--- config.mk ---
export PLATFORM = sky130hd
export DESIGN_NAME = exec_div_flat
export DESIGN_NICKNAME = d
export VERILOG_FILES = /design/src/rtl/exec_div_pkg.sv /design/src/rtl/exec_div_if.sv /design/src/rtl/exec_div_step.sv /design/src/rtl/exec_div.sv /design/src/flat_wrapper.sv
export SDC_FILE = /design/constraint.sdc
export NUM_CORES = 1
export LEC_CHECK = 0
export ABC_AREA = 1
export CORE_MARGIN = 2
export CORE_UTILIZATION = 50
export DETAILED_ROUTE_END_ITERATION = 10
export PLACE_DENSITY = 0.75
export SYNTH_ARGS = -nofsm -noshare
export SYNTH_HDL_FRONTEND = slang
export SYNTH_HIERARCHICAL = 1
export SYNTH_SLANG_ARGS = --single-unit
--- constraint.sdc ---
create_clock -name iClk -period 3.5 [get_ports iClk]
set_clock_uncertainty 0.2 [all_clocks]
set_input_delay 0.35 -clock iClk [delete_from_list [all_inputs] [get_ports iClk]]
set_output_delay 0.35 -clock iClk [all_outputs]
set_load 0.02 [all_outputs]
--- src/rtl/exec_div_pkg.sv ---
// Shared execute-stage constants and the divider's local state encoding.
package exec_div_pkg;

    // Operand widths of the two 8086 divide forms.
    localparam int BYTE_W = 8;
    localparam int WORD_W = 16;

    // exec_selwr select code that routes divOut onto the writeback bus.
    localparam logic [2:0] EXEC_SEL_DIV = 3'd4;

    // Interrupt vector raised on a divide error (INT 0).
    localparam logic [7:0] DIV_ERR_VEC = 8'd0;

    // Divider sequencing states.
    typedef enum logic [2:0] {
        ST_IDLE = 3'd0,
        ST_LOAD = 3'd1,
        ST_ITER = 3'd2,
        ST_FIX  = 3'd3,
        ST_DONE = 3'd4
    } div_state_t;

endpackage

--- src/rtl/exec_div_if.sv ---
// Divider request/result bundle between the execute control and exec_div.
//
// Handshake: iStart is a one-cycle request that is accepted only while
// oBusy is low. oBusy rises the cycle after acceptance and stays high
// through the single-cycle oDone pulse. oQuot, oRem and oDivErr are valid
// with oDone and hold until the next accepted iStart.
interface exec_div_if
    import exec_div_pkg::*;
();
    logic                  iStart;
    logic                  iBW;
    logic                  iSgn;
    logic                  iSelRem;
    logic [2*WORD_W-1:0]   iDividend;
    logic [WORD_W-1:0]     iDivisor;
    logic                  oBusy;
    logic                  oDone;
    logic                  oDivErr;
    logic [WORD_W-1:0]     oQuot;
    logic [WORD_W-1:0]     oRem;
    logic [WORD_W-1:0]     oDivOut;
    div_state_t            dbg_state;

    modport master (
        output iStart, iBW, iSgn, iSelRem, iDividend, iDivisor,
        input  oBusy, oDone, oDivErr, oQuot, oRem, oDivOut, dbg_state
    );

    modport slave (
        input  iStart, iBW, iSgn, iSelRem, iDividend, iDivisor,
        output oBusy, oDone, oDivErr, oQuot, oRem, oDivOut, dbg_state
    );
endinterface

--- src/rtl/exec_div_step.sv ---
// One combinational restoring-division step for byte or word operands.
module exec_div_step
    import exec_div_pkg::*;
(
    input  logic [WORD_W-1:0] iPrem,
    input  logic              iBit,
    input  logic [WORD_W-1:0] iDivisor,
    input  logic              iBW,
    output logic [WORD_W-1:0] oPrem,
    output logic              oQbit
);
    logic [WORD_W:0]   shift_w;
    logic [WORD_W-1:0] diff_w;
    logic              fit_w;
    logic [BYTE_W:0]   shift_b;
    logic [BYTE_W-1:0] diff_b;
    logic              fit_b;

    // Trial subtraction: the shifted remainder is one bit wider than the
    // divisor; when it fits, the difference is below the divisor so only the
    // low bits of the subtraction need to be kept.
    always_comb begin
        shift_w = {iPrem, iBit};
        fit_w   = (shift_w >= {1'b0, iDivisor});
        diff_w  = shift_w[WORD_W-1:0] - iDivisor;
        shift_b = {iPrem[BYTE_W-1:0], iBit};
        fit_b   = (shift_b >= {1'b0, iDivisor[BYTE_W-1:0]});
        diff_b  = shift_b[BYTE_W-1:0] - iDivisor[BYTE_W-1:0];
        if (iBW) begin
            oQbit = fit_w;
            oPrem = fit_w ? diff_w : shift_w[WORD_W-1:0];
        end else begin
            oQbit = fit_b;
            oPrem = {8'h00, (fit_b ? diff_b : shift_b[BYTE_W-1:0])};
        end
    end
endmodule

--- src/rtl/exec_div.sv ---
// Iterative 8086 DIV/IDIV unit: one quotient bit per clock, result held
// stable for exec_selwr until the next accepted start.
module exec_div
    import exec_div_pkg::*;
(
    input  logic        iClk,
    input  logic        iRst,
    exec_div_if.slave   bus
);
    div_state_t        state, state_nxt;
    logic              bw_q, sgn_q, res_bw_q;
    logic [31:0]       dividend_q;
    logic [15:0]       divisor_q;
    logic [15:0]       prem_q, lo_q, dvs_q;
    logic [3:0]        cnt_q;
    logic              qneg_q, rneg_q;
    logic [15:0]       quot_q, rem_q;
    logic              err_q;

    logic              dvd_neg, dvs_neg;
    logic [31:0]       dvd_mag;
    logic [15:0]       dvs_mag, hi_mag, lo_mag;
    logic              load_err;
    logic              fix_err;
    logic [15:0]       quot_fix, rem_fix;
    logic [15:0]       step_prem;
    logic              step_qbit;

    // Signed operands reduced to magnitudes; overflow is caught up front
    // when the high half already meets or exceeds the divisor.
    always_comb begin
        dvd_neg = bw_q ? dividend_q[31] : dividend_q[15];
        dvs_neg = bw_q ? divisor_q[15] : divisor_q[7];
        if (bw_q) begin
            dvd_mag = (sgn_q && dvd_neg) ? -dividend_q : dividend_q;
            dvs_mag = (sgn_q && dvs_neg) ? -divisor_q : divisor_q;
            hi_mag  = dvd_mag[31:16];
            lo_mag  = dvd_mag[15:0];
        end else begin
            dvd_mag = {16'h0000, ((sgn_q && dvd_neg) ? -dividend_q[15:0] : dividend_q[15:0])};
            dvs_mag = {8'h00, ((sgn_q && dvs_neg) ? -divisor_q[7:0] : divisor_q[7:0])};
            hi_mag  = {8'h00, dvd_mag[15:8]};
            lo_mag  = {8'h00, dvd_mag[7:0]};
        end
        load_err = (dvs_mag == 16'h0000) || (hi_mag >= dvs_mag);
    end

    // IDIV range check and sign restoration; the remainder follows the
    // dividend's sign, and -32768 / -128 are rejected like the original part.
    always_comb begin
        if (bw_q) begin
            fix_err  = sgn_q && (lo_q > 16'h7FFF);
            quot_fix = qneg_q ? -lo_q : lo_q;
            rem_fix  = rneg_q ? -prem_q : prem_q;
        end else begin
            fix_err  = sgn_q && (lo_q[7:0] > 8'h7F);
            quot_fix = {8'h00, (qneg_q ? -lo_q[7:0] : lo_q[7:0])};
            rem_fix  = {8'h00, (rneg_q ? -prem_q[7:0] : prem_q[7:0])};
        end
    end

    exec_div_step u_div_step (
        .iPrem    (prem_q),
        .iBit     (bw_q ? lo_q[15] : lo_q[7]),
        .iDivisor (dvs_q),
        .iBW      (bw_q),
        .oPrem    (step_prem),
        .oQbit    (step_qbit)
    );

    // State register.
    always_ff @(posedge iClk) begin
        if (iRst) state <= ST_IDLE;
        else      state <= state_nxt;
    end

    // Next-state selection.
    always_comb begin
        state_nxt = state;
        case (state)
            ST_IDLE: if (bus.iStart) state_nxt = ST_LOAD;
            ST_LOAD: state_nxt = load_err ? ST_DONE : ST_ITER;
            ST_ITER: if (cnt_q == 4'd0) state_nxt = ST_FIX;
            ST_FIX:  state_nxt = ST_DONE;
            ST_DONE: state_nxt = ST_IDLE;
            default: state_nxt = ST_IDLE;
        endcase
    end

    // Operand capture, iteration datapath and result registers.
    always_ff @(posedge iClk) begin
        if (iRst) begin
            bw_q       <= 1'b0;
            sgn_q      <= 1'b0;
            res_bw_q   <= 1'b0;
            dividend_q <= '0;
            divisor_q  <= '0;
            prem_q     <= '0;
            lo_q       <= '0;
            dvs_q      <= '0;
            cnt_q      <= '0;
            qneg_q     <= 1'b0;
            rneg_q     <= 1'b0;
            quot_q     <= '0;
            rem_q      <= '0;
            err_q      <= 1'b0;
        end else begin
            case (state)
                ST_IDLE: begin
                    if (bus.iStart) begin
                        bw_q       <= bus.iBW;
                        sgn_q      <= bus.iSgn;
                        dividend_q <= bus.iDividend;
                        divisor_q  <= bus.iDivisor;
                        err_q      <= 1'b0;
                    end
                end
                ST_LOAD: begin
                    if (load_err) begin
                        err_q <= 1'b1;
                    end else begin
                        prem_q <= hi_mag;
                        lo_q   <= lo_mag;
                        dvs_q  <= dvs_mag;
                        cnt_q  <= bw_q ? 4'd15 : 4'd7;
                        qneg_q <= sgn_q && (dvd_neg ^ dvs_neg);
                        rneg_q <= sgn_q && dvd_neg;
                    end
                end
                ST_ITER: begin
                    prem_q <= step_prem;
                    lo_q   <= bw_q ? {lo_q[14:0], step_qbit} : {8'h00, lo_q[6:0], step_qbit};
                    cnt_q  <= cnt_q - 4'd1;
                end
                ST_FIX: begin
                    if (fix_err) begin
                        err_q <= 1'b1;
                    end else begin
                        quot_q   <= quot_fix;
                        rem_q    <= rem_fix;
                        res_bw_q <= bw_q;
                    end
                end
                default: ;
            endcase
        end
    end

    // Status decode and the unregistered result bus toward exec_selwr.
    always_comb begin
        bus.oBusy     = (state != ST_IDLE);
        bus.oDone     = (state == ST_DONE);
        bus.oDivErr   = err_q;
        bus.oQuot     = quot_q;
        bus.oRem      = rem_q;
        bus.dbg_state = state;
        if (res_bw_q) bus.oDivOut = bus.iSelRem ? rem_q : quot_q;
        else          bus.oDivOut = {rem_q[7:0], quot_q[7:0]};
    end
endmodule

--- src/flat_wrapper.sv ---
// flat-port wrapper written by rule: the top's interface ports become plain ports
module exec_div_flat import exec_div_pkg::*;
  (iClk, iRst, bus_iStart, bus_iBW, bus_iSgn, bus_iSelRem, bus_iDividend, bus_iDivisor, bus_oBusy, bus_oDone, bus_oDivErr, bus_oQuot, bus_oRem, bus_oDivOut, bus_dbg_state);
  exec_div_if bus_i ();
  input  logic iClk;
  input  logic iRst;
  input wire logic [$bits(bus_i.iStart)-1:0] bus_iStart;
  input wire logic [$bits(bus_i.iBW)-1:0] bus_iBW;
  input wire logic [$bits(bus_i.iSgn)-1:0] bus_iSgn;
  input wire logic [$bits(bus_i.iSelRem)-1:0] bus_iSelRem;
  input wire logic [$bits(bus_i.iDividend)-1:0] bus_iDividend;
  input wire logic [$bits(bus_i.iDivisor)-1:0] bus_iDivisor;
  output wire logic [$bits(bus_i.oBusy)-1:0] bus_oBusy;
  output wire logic [$bits(bus_i.oDone)-1:0] bus_oDone;
  output wire logic [$bits(bus_i.oDivErr)-1:0] bus_oDivErr;
  output wire logic [$bits(bus_i.oQuot)-1:0] bus_oQuot;
  output wire logic [$bits(bus_i.oRem)-1:0] bus_oRem;
  output wire logic [$bits(bus_i.oDivOut)-1:0] bus_oDivOut;
  output wire logic [$bits(bus_i.dbg_state)-1:0] bus_dbg_state;
  assign bus_i.iStart = bus_iStart;
  assign bus_i.iBW = bus_iBW;
  assign bus_i.iSgn = bus_iSgn;
  assign bus_i.iSelRem = bus_iSelRem;
  assign bus_i.iDividend = bus_iDividend;
  assign bus_i.iDivisor = bus_iDivisor;
  assign bus_oBusy = bus_i.oBusy;
  assign bus_oDone = bus_i.oDone;
  assign bus_oDivErr = bus_i.oDivErr;
  assign bus_oQuot = bus_i.oQuot;
  assign bus_oRem = bus_i.oRem;
  assign bus_oDivOut = bus_i.oDivOut;
  assign bus_dbg_state = bus_i.dbg_state;
  exec_div u_core (.iClk(iClk), .iRst(iRst), .bus(bus_i));
endmodule
======== Yosys cells after proc, flatten, opt, wreduce, memory -nomap -nowiden ========
Index checks and enable logic that the tools add are counted.
word-level totals
  register bits ........................... 141
  output and inout bits ................... 54
  logic and storage cells ................. 100
cells by class
  add/sub/neg operators ................... 11
  order comparisons ....................... 5
  eq/ne operators ......................... 9
  multiplexer cells ....................... 39
  bitwise gates (word level) .............. 3
  reductions and logical operators ........ 18
operators with widths
  cell                    count
  $mux W16                16
  $neg A16 Y16            4
  $pmux W16 S2            2
  $mux W32                1
  $mux W8                 4
  $neg A32 Y32            1
  $neg A8 Y8              3
  $ge A17 B16 Y1          1
  $ge A16 B16 Y1          1
  $gt A16 B15 Y1 const B  1
  $logic_not A16 Y1       1
  $sub A16 B16 Y16        1
  $pmux W3 S4             1
  $reduce_and A2 Y1       5
  $ge A9 B8 Y1            1
  $mux W3                 3
  $gt A8 B7 Y1 const B    1
  $mux W1                 8
  $mux W4                 2
  $pmux W4 S2             1
  $sub A8 B8 Y8           1
  $eq A3 B2 Y1 const B    2
  $ne A2 B1 Y1 const B    3
  $reduce_bool A3 Y1      2
  other kinds (13)        19

======== Logic depth before layout (Yosys ltp) ========
Gate-level depths: netlist (run 1).
  word-level depth ........................ 8
  gate-level depth with buffers ........... 26

======== By module ========
The synthesis (run 1) kept the hierarchy.
modules (own cells, without submodules)
  module         times used  cells an instance  area an instance (sq um)  sequential area each (sq um)
  exec_div       1           1306               8420.6                    2822.7
  exec_div_step  1           234                1249.9                    0.0

======== Least setup slack after synthesis (run 1) ========
OpenSTA, ideal clock, no wires.
  path kind ............................... register -> register
  start point ............................. register u_core.bw_q
  end point ............................... register u_core.qneg_q
  setup time .............................. 136 ps
  arrival time ............................ 3375 ps
  data required time ...................... 3164 ps
  setup slack ............................. -211 ps
  stages on the path, launching flop included .. 21
  buffers on the path ..................... 4
  clock period less this slack ............ 3711 ps
  path through ............................ dfxtp_1 -> buf_2 -> nand2_1 -> o21ai_0 -> nor2_1 -> buf_2 -> o21ai_0 -> nand3_1 -> nand3_1 -> and2_1 -> ha_1 -> a21oi_1 -> o21ai_0 -> a21oi_1 -> nor2_1 -> nor4_1 -> nand3_2 -> buf_6 -> buf_6 -> o21ai_0 -> nor2_1
between the ends
  word-level cells in the longest chain between the ends .. 8
ends and longest elaborated chain
  element                                                     line                            text
  from (decl)                                                 exec_div.sv:11                  logic bw_q, sgn_q, res_bw_q;
  from (signal assigned)                                      exec_div.sv:111                 bw_q <= bus.iBW;
  $mux W1, on equally long branches                           exec_div.sv:32, exec_div.sv:33
  $logic_and A1 B1 Y1, on equally long branches               -
  $mux W16 (tied with other cells)                            exec_div.sv:40                  dvd_mag = {16'h0000, ((sgn_q && dvd_neg) ? -dividend_q[15:0] : dividend_q[15:0])};
  $mux W16                                                    exec_div.sv:34                  if (bw_q) begin
  $ge A16 B16 Y1 / $logic_not A16 Y1 (equally long branches)  exec_div.sv:45                  load_err = (dvs_mag == 16'h0000) || (hi_mag >= dvs_mag);
  $logic_or A1 B1 Y1                                          exec_div.sv:45
  $not A1 Y1 (no source line)                                 -
  $reduce_and A2 Y1 (no source line)                          -
  to (signal assigned)                                        exec_div.sv:126                 qneg_q <= sgn_q && (dvd_neg ^ dvs_neg);
  to (decl)                                                   exec_div.sv:16                  logic qneg_q, rneg_q;
Several ways; a longest one is shown, not always the timed one.
A chain may end at the register's enable or synchronous reset.

======== Worst setup path after layout (run 1) ========
  start point ............................. register u_core.dividend_q[1]
  end point ............................... register u_core.dvs_q[15]
between the ends
  word-level cells in the longest chain between the ends .. 7
ends and longest elaborated chain
  element                                              line                            text
  from (decl)                                          exec_div.sv:12                  logic [31:0] dividend_q;
  from (signal assigned)                               exec_div.sv:113                 dividend_q <= bus.iDividend;
  $neg A32 Y32 / $neg A16 Y16 (equally long branches)  exec_div.sv:35, exec_div.sv:40
  $mux W32 / $mux W16 (equally long branches)          exec_div.sv:35, exec_div.sv:40
  $mux W16 *                                           exec_div.sv:34
  $ge A16 B16 Y1 *                                     exec_div.sv:45
  $logic_or A1 B1 Y1 *                                 exec_div.sv:45
  $not A1 Y1 (no source line) *                        -
  $reduce_and A2 Y1 (no source line) *                 -
  to (signal assigned)                                 exec_div.sv:124                 dvs_q <= dvs_mag;
  to (decl)                                            exec_div.sv:14                  logic [15:0] prem_q, lo_q, dvs_q;
Every way passes the cells marked *; elsewhere a longest branch is shown, timed or not.

==> results.sh, run 1 <==
export IMPL_status="finished, violations left"
export IMPL_violations="setup timing"
export IMPL_rsz0062_at_grt="yes"
export IMPL_cts_tree="built"
export IMPL_number_of_antenna_violations_at_the_first_check_in_global_routing=1
export IMPL_crit_path_top_delay_cell="sky130_fd_sc_hd__nor4_2"
export IMPL_drv_slew=0
export IMPL_report_final_setup_viol=56
export IMPL_timing_hold_worst_class="reg2reg"
export IMPL_hold_buffers=0
export IMPL_die_span_in_x_um=143
export IMPL_yosys_cell_types_count=49
export IMPL_root_buffer="sky130_fd_sc_hd__clkbuf_16"
export IMPL_drt_vias_per_instance=5.59
export IMPL_route_final_wire_length_um=34200
export IMPL_worstSetupEndpointType="flop"
export IMPL_grt_overflow_total=0
export IMPL_die_h_um=143
export IMPL_report_final_hold_viol_count=0
export IMPL_drt_initial_drc_count=1053
export IMPL_number_of_search_and_repair_iterations_in_the_first_detailed_routing_pass=8
export IMPL_tritoncts_num_buffers=17
export IMPL_final_setup_tns_ns=-10.45
export IMPL_power_total_uw=14500
export IMPL_worst_setup_path_type="reg2reg"
export IMPL_buffer_ports_inserted=107
export IMPL_fp_row_count=50
export IMPL_netlist_top_cell_by_area="sky130_fd_sc_hd__dfxtp_1"
export IMPL_first_global_vias=10300
export IMPL_path_max_fanout=15
export IMPL_dp_hpwl_um=22700
export IMPL_proportion_of_synthesized_chip_area_in_sequential_cells_pct=29.2
export IMPL_synth_cell_area_sq_um=9670
export IMPL_route_vias_total=11500
export IMPL_syn_mean_instance_area_sq_um=6.28
export IMPL_synth_ff_type="sky130_fd_sc_hd__dfxtp_1"
export IMPL_h_tree_depth=4
export IMPL_post_synth_top_count_cell="sky130_fd_sc_hd__nand2_1"
export IMPL_floorplan_core_area_sq_um=18800
export IMPL_synthesis_instances=1540
export IMPL_synth_seq_cells=141
export IMPL_num_clock_sinks=141
export IMPL_worst_slack_ns=-0.269
export IMPL_yosys_warnings=6
export IMPL_power_density_cell_area_nw_per_um2=1070
export IMPL_post_synth_main_area_contributors="sky130_fd_sc_hd__dfxtp_1 (29%), sky130_fd_sc_hd__nand2_1 (16%), sky130_fd_sc_hd__a21oi_1 (7.9%)"
export IMPL_detail_route_drc_violations=0
export IMPL_final_min_period_over_clock_period_pct=108
export IMPL_timing_slew_headroom_pct=47.1
export IMPL_critical_path_cell_chain="inv_4 -> ha_4 -> nand3_4 -> nor2_4 -> inv_2 -> nor2_4 -> nand2_2 -> nand2_4 -> xor2_2 -> nand2_1 -> and2_4 -> ha_4 -> a21oi_2 -> o21ai_1 -> a21oi_1 -> nor2_1 -> nor4_2 -> nand3_2 -> buf_6 -> buf_12 -> buf_12 -> nand2_1 -> a21oi_1"
export IMPL_grt_max_degree=64
export IMPL_drt_wirelength_per_cell_um=16.6
export IMPL_floorplan_initialDensity_pct=51.4
export IMPL_cap_viol_max_count=0
export IMPL_leakage_uw=0.00592
export IMPL_worst_ir_drop_vdd_mv=0.612
export IMPL_fin_nets=1872
export IMPL_flow_area_growth_from_synthesis_pct=40.0
export IMPL_start_kind="flop"
export IMPL_first_pass_grt_wire_length_um=51100
export IMPL_worst_setup_hold_path_clk_slew_ns=0.06
export IMPL_finalWeightedCongestion=0.976
export IMPL_floorplan_die_area_sq_um=20500
export IMPL_global_route_usage_total_pct=31.6
export IMPL_final_layout_size_suffix_gt1_share_pct=22.8
export IMPL_num_antenna_cells=0
export IMPL_max_freq_mhz=265
export IMPL_ioPinCount=108
export IMPL_clock_latency_ns=0.43
export IMPL_fin_crit_ns=3.77
export IMPL_worst_endpoint_arrival_ns=3.84
export IMPL_critical_path_n_buffers_inverters=5
export IMPL_synth_async_reset_ratio_pct=0
export IMPL_synth_edf_count=0
export IMPL_final_antenna_net_count=0
export IMPL_timing_critical_path_max_delay_family="simple AND/OR/NAND/NOR gates"
export IMPL_cp_slowest_stage_delay_ns=0.34
export IMPL_required_ns=3.57
export IMPL_worst_margin_slew_ns=0.794
export IMPL_syn_nets=1632
export IMPL_area_fraction_of_the_dominant_cell_type_after_synthesis_pct=29.2
export IMPL_clock_path_buffers=2
export IMPL_synth_top_cells_by_count="sky130_fd_sc_hd__nand2_1 (400), sky130_fd_sc_hd__inv_1 (169), sky130_fd_sc_hd__a21oi_1 (152)"
[sequential cells by signal (all words and copies together) (netlist names), 3 cells and up]
register and count:
u_core/divisor_q 16, u_core/lo_q 16, u_core/dividend_q 32, u_core/bus.oQuot 16
u_core/cnt_q 4, u_core/bus.oRem 16, u_core/prem_q 16, u_core/bus.dbg_state 3
u_core/dvs_q 16
[through the flow]
stage	utilization, %	cells	worst slack (ns)	hold WS [ns]	cell area, sq um
detailed placement	62.5	1967	-0.249	0.237	11800
global placement	62.5	1967	-0.0984	0.236	11800
global route	71.9	2053	-0.345	0.267	13500
CTS	69.0	2044	-0.0391	0.247	13000
finish	71.9	2053	-0.269	0.246	13500
floorplan	-	1540	0.00536	0.243	9700
[layout by cell type (no fill, tap or decap), types with 6 or more instances in the layout]
cell type	Yosys	routed
sky130_fd_sc_hd__a21oi_1	152	142
sky130_fd_sc_hd__a21oi_2	10	20
sky130_fd_sc_hd__buf_4	0	161
sky130_fd_sc_hd__buf_6	6	9
sky130_fd_sc_hd__clkbuf_16	0	18
sky130_fd_sc_hd__clkdlybuf4s50_1	0	106
sky130_fd_sc_hd__dfxtp_1	141	136
sky130_fd_sc_hd__ha_1	37	25
sky130_fd_sc_hd__ha_4	0	11
sky130_fd_sc_hd__inv_1	169	154
sky130_fd_sc_hd__inv_2	6	18
sky130_fd_sc_hd__nand2_1	400	379
sky130_fd_sc_hd__nand2_2	14	28
sky130_fd_sc_hd__nand2_4	2	9
sky130_fd_sc_hd__nand3_1	133	103
sky130_fd_sc_hd__nand3_2	16	39
sky130_fd_sc_hd__nand3_4	1	8
sky130_fd_sc_hd__nand4_1	12	12
sky130_fd_sc_hd__nor2_1	136	120
sky130_fd_sc_hd__nor2_2	9	18
sky130_fd_sc_hd__nor2_4	0	7
sky130_fd_sc_hd__nor3_1	16	14
sky130_fd_sc_hd__o21ai_0	130	121
sky130_fd_sc_hd__o21ai_2	1	6
sky130_fd_sc_hd__o22ai_1	14	13
sky130_fd_sc_hd__xnor2_1	6	6
sky130_fd_sc_hd__xor2_1	29	24
[per-layer routing]
layer	global-route usage, %	part of all wire, %
met1	40.4	40
met2	51.5	47
met3	6.20	8.0
met4	14.0	5.0
met5	0	0.038
[area by class of cell]
cell class	count	area, sq um
inverter	176	673
clock inverter	14	183
multi-input combinational	1158	6540
fill	1482	5300
clock buffer	18	439
timing repair buffer	286	2550
tap	260	325
sequential	141	2830
[power by group]
part	switching, uW	internal (uW)	leakage (uW)
Sequential	466	2010	0.00115
Combinational	5920	4200	0.00446
Clock	769	1160	0.000305
Total	7150	7370	0.00592
[logic make-up after synthesis]
kind of cell | count (synthesis) | share of synthesized area (%)
AND/OR/NAND/NOR | 754 | 34.0
buffers and inverters | 241 | 10.1
XOR/XNOR | 35 | 3.17
adder cells (fa/ha/maj) | 38 | 4.99
AO/OA/AOI/OAI | 331 | 18.5
flip-flops | 141 | 29.2
[tightest hold or removal path: cells and delay by family, from the launching register on]
family | cells | cell delay, ns
buffers and inverters | 1 | 0.05
flip-flops | 1 | 0.31
AO/OA/AOI/OAI | 1 | 0.05
[path summary, 6_finish.rpt]
kind	from	endpoint	slack, ns	depth (start not counted)
max reg2reg	u_core/dividend_q[1]	u_core/dvs_q[15]	-0.27	23
max	u_core/dividend_q[1]	u_core/dvs_q[15]	-0.27	23
min reg2reg	u_core/bus.oDivErr	u_core/bus.oDivErr	0.25	2
min	u_core/bus.oDivErr	u_core/bus.oDivErr	0.25	2
[what timing repair did]
action | 4_1_cts | 5_1_grt
gates cloned | 2 | 1
resized for setup | 71 | 104
setup buffers | 43 | 9
pin swaps | 35 | 52
setup endpoints to repair | 56 | 57
Note: power is estimated with default switching activity, not from simulation.
==> run 2, diff against run 1 <==
CORE_UTILIZATION = 51   (was 50)
PLACE_DENSITY = 0.76   (was 0.75)
==> results.sh, run 2 (synthesis results as in run 1) <==
export IMPL_clock_latency_ns=0.43
export IMPL_clock_path_buffers=2
export IMPL_num_antenna_cells=0
export IMPL_tritoncts_num_buffers=17
export IMPL_r2r_start="u_core/dividend_q[0]"
export IMPL_timing_critical_path_max_delay_family="simple AND/OR/NAND/NOR gates"
export IMPL_first_global_vias=10000
export IMPL_leakage_uw=0.00586
export IMPL_route_final_wire_length_um=31600
export IMPL_final_min_period_over_clock_period_pct=101
export IMPL_worst_ir_drop_vdd_mv=0.500
export IMPL_required_ns=3.62
export IMPL_drt_vias_per_instance=5.56
export IMPL_report_final_setup_viol=19
export IMPL_cap_viol_max_count=0
export IMPL_timing_critical_path_depth=26
export IMPL_global_route_usage_total_pct=30.2
export IMPL_placement_setup_worst_slack_ns=-0.227
export IMPL_largest_register_ffs=32
export IMPL_max_freq_mhz=282
export IMPL_rr_endpoint="u_core/cnt_q[0]"
export IMPL_cp_slowest_stage_delay_ns=0.33
export IMPL_cts_tree="built"
export IMPL_floorplan_die_area_sq_um=20100
export IMPL_worst_margin_slew_ns=0.768
export IMPL_final_layout_size_suffix_gt1_share_pct=21.6
export IMPL_regToRegSetupSlack_ns=-0.05
export IMPL_die_h_um=142
export IMPL_fp_row_count=50
export IMPL_flow_area_growth_from_synthesis_pct=37.5
export IMPL_violations="setup timing"
export IMPL_number_of_antenna_violations_at_the_first_check_in_global_routing=0
export IMPL_worst_slack_ns=-0.0510
export IMPL_dp_hpwl_um=22700
export IMPL_number_of_search_and_repair_iterations_in_the_first_detailed_routing_pass=5
export IMPL_num_clock_sinks=141
export IMPL_layout_cells_most_common="sky130_fd_sc_hd__nand2_1"
export IMPL_hold_buffers=0
export IMPL_crit_path_top_delay_cell="sky130_fd_sc_hd__ha_2"
export IMPL_buffer_ports_inserted=107
export IMPL_worst_setup_path_type="reg2reg"
export IMPL_fin_nets=1862
export IMPL_hold_worst_slack_ns=0.251
export IMPL_root_buffer="sky130_fd_sc_hd__clkbuf_16"
export IMPL_worstSetupEndpointType="flop"
export IMPL_drt_initial_drc_count=966
export IMPL_start_kind="flop"
export IMPL_power_density_cell_area_nw_per_um2=1060
export IMPL_registers_top_by_ff_count="u_core/dividend_q"
export IMPL_setup_worst_path_start="u_core/dividend_q[0]"
export IMPL_route_vias_total=11200
export IMPL_fin_crit_ns=3.55
export IMPL_final_antenna_net_count=0
export IMPL_grt_overflow_total=0
export IMPL_worst_setup_hold_path_clk_slew_ns=0.06
export IMPL_report_final_hold_viol_count=0
export IMPL_status="finished, violations left"
export IMPL_critical_path_n_buffers_inverters=9
export IMPL_timing_hold_worst_class="reg2reg"
export IMPL_grt_max_degree=64
export IMPL_ioPinCount=108
export IMPL_drt_wirelength_per_cell_um=15.7
export IMPL_path_max_fanout=6
export IMPL_die_span_in_x_um=142
export IMPL_first_pass_grt_wire_length_um=48900
export IMPL_r2r_worst_path_cells=26
export IMPL_detail_route_drc_violations=0
export IMPL_worst_hold_launch="u_core/bus.oDivErr"
export IMPL_most_common_layout_cells="sky130_fd_sc_hd__nand2_1 (374), sky130_fd_sc_hd__inv_1 (159), sky130_fd_sc_hd__buf_4 (151), sky130_fd_sc_hd__a21oi_1 (144), sky130_fd_sc_hd__dfxtp_1 (135)"
export IMPL_h_tree_depth=4
export IMPL_rsz0062_at_grt="yes"
export IMPL_worst_endpoint_arrival_ns=3.68
export IMPL_floorplan_initialDensity_pct=51.9
export IMPL_finalWeightedCongestion=0.931
export IMPL_cp_endpoint="u_core/cnt_q[0]"
export IMPL_drv_slew=0
export IMPL_timing_slew_headroom_pct=48.8
export IMPL_floorplan_core_area_sq_um=18600
run 2: cell types whose count changed in the layout (fill, tap and decap cells not counted), moves of 6 or more:
cell                      delta
sky130_fd_sc_hd__nand2_4     -6
sky130_fd_sc_hd__nand3_1    +11
sky130_fd_sc_hd__nor2_2      +8
sky130_fd_sc_hd__nand3_2     -6
sky130_fd_sc_hd__buf_4      -10
sky130_fd_sc_hd__nand2_2    +10
sky130_fd_sc_hd__nor2_1      -9
run 2: what timing repair did:
action                                 in CTS  in global routing
gates resized for setup                    46                106
setup buffers                               5                 13
pin swaps                                  17                 40
gates cloned                                1                  3
endpoints found under the hold margin       0                  0
setup endpoints to repair                  55                 57
run 2: worst min-delay path by stage:
stage | to | cells after the start
2_1_floorplan | u_core/dvs_q[10] | 2
3_3_place_gp | u_core/bus.oDivErr | 2
3_5_place_dp | u_core/bus.oDivErr | 2
4_1_cts | u_core/bus.oDivErr | 2
5_1_grt | u_core/dvs_q[9] | 2
6_report | u_core/bus.oDivErr | 2
run 2: power breakdown:
| part | switching (uW) | internal [uW] |
|---|---|---|
| clock | 721 | 1150 |
| combinational | 5640 | 4120 |
| sequential | 434 | 2020 |
| total | 6800 | 7280 |
run 2: area by class of cell:
cell class	count	area, sq um
multi-input combinational	1158	6390
sequential	141	2830
tap	234	293
clock buffer	20	447
fill	1514	5350
timing repair buffer	276	2500
inverter	176	673
clock inverter	12	159
run 2: routing by layer:
layer	routed length [um]	global-route usage, %	vias up
li1	-	-	5489
met1	13500	39.9	5127
met2	14700	49.2	494
met3	2160	5.26	99
met4	1220	12.3	0
met5	0	0	-
run 2: worst reg2reg max path: stages (launching register included):
cell and delay, ns:
sky130_fd_sc_hd__dfxtp_2 0.32, sky130_fd_sc_hd__inv_2 0.09, sky130_fd_sc_hd__ha_4 0.16, sky130_fd_sc_hd__nand3_4 0.08
sky130_fd_sc_hd__nor2_4 0.12, sky130_fd_sc_hd__inv_2 0.06, sky130_fd_sc_hd__nor2_4 0.14, sky130_fd_sc_hd__buf_6 0.12
sky130_fd_sc_hd__nor2_4 0.03, sky130_fd_sc_hd__xor2_1 0.15, sky130_fd_sc_hd__inv_1 0.08, sky130_fd_sc_hd__nand2_2 0.05
sky130_fd_sc_hd__a21boi_2 0.16, sky130_fd_sc_hd__ha_2 0.33, sky130_fd_sc_hd__nand2_2 0.06, sky130_fd_sc_hd__nor2_4 0.12
sky130_fd_sc_hd__buf_6 0.10, sky130_fd_sc_hd__nand4_1 0.11, sky130_fd_sc_hd__nor2_2 0.16, sky130_fd_sc_hd__nor4_4 0.05
sky130_fd_sc_hd__nand3_2 0.09, sky130_fd_sc_hd__buf_6 0.12, sky130_fd_sc_hd__nand2_8 0.09, sky130_fd_sc_hd__buf_12 0.19
sky130_fd_sc_hd__buf_6 0.12, sky130_fd_sc_hd__o21bai_4 0.09, sky130_fd_sc_hd__inv_1 0.05
run 2: through the flow:
| step | cell area (sq um) | total power [uW] | utilization, % | instances | setup TNS, ns |
|---|---|---|---|---|---|
| after floorplan | 9700 | 7870 | - | 1540 | 0 |
| after global placement | 11900 | 10600 | 63.8 | 1963 | -3.29 |
| after detailed placement | 11900 | 10700 | 63.8 | 1963 | -8.57 |
| after CTS | 12700 | 12900 | 68.2 | 2001 | 0 |
| after global routing | 13300 | 15200 | 71.3 | 2017 | -9.48 |
| final | 13300 | 14100 | 71.3 | 2017 | -0.330 |
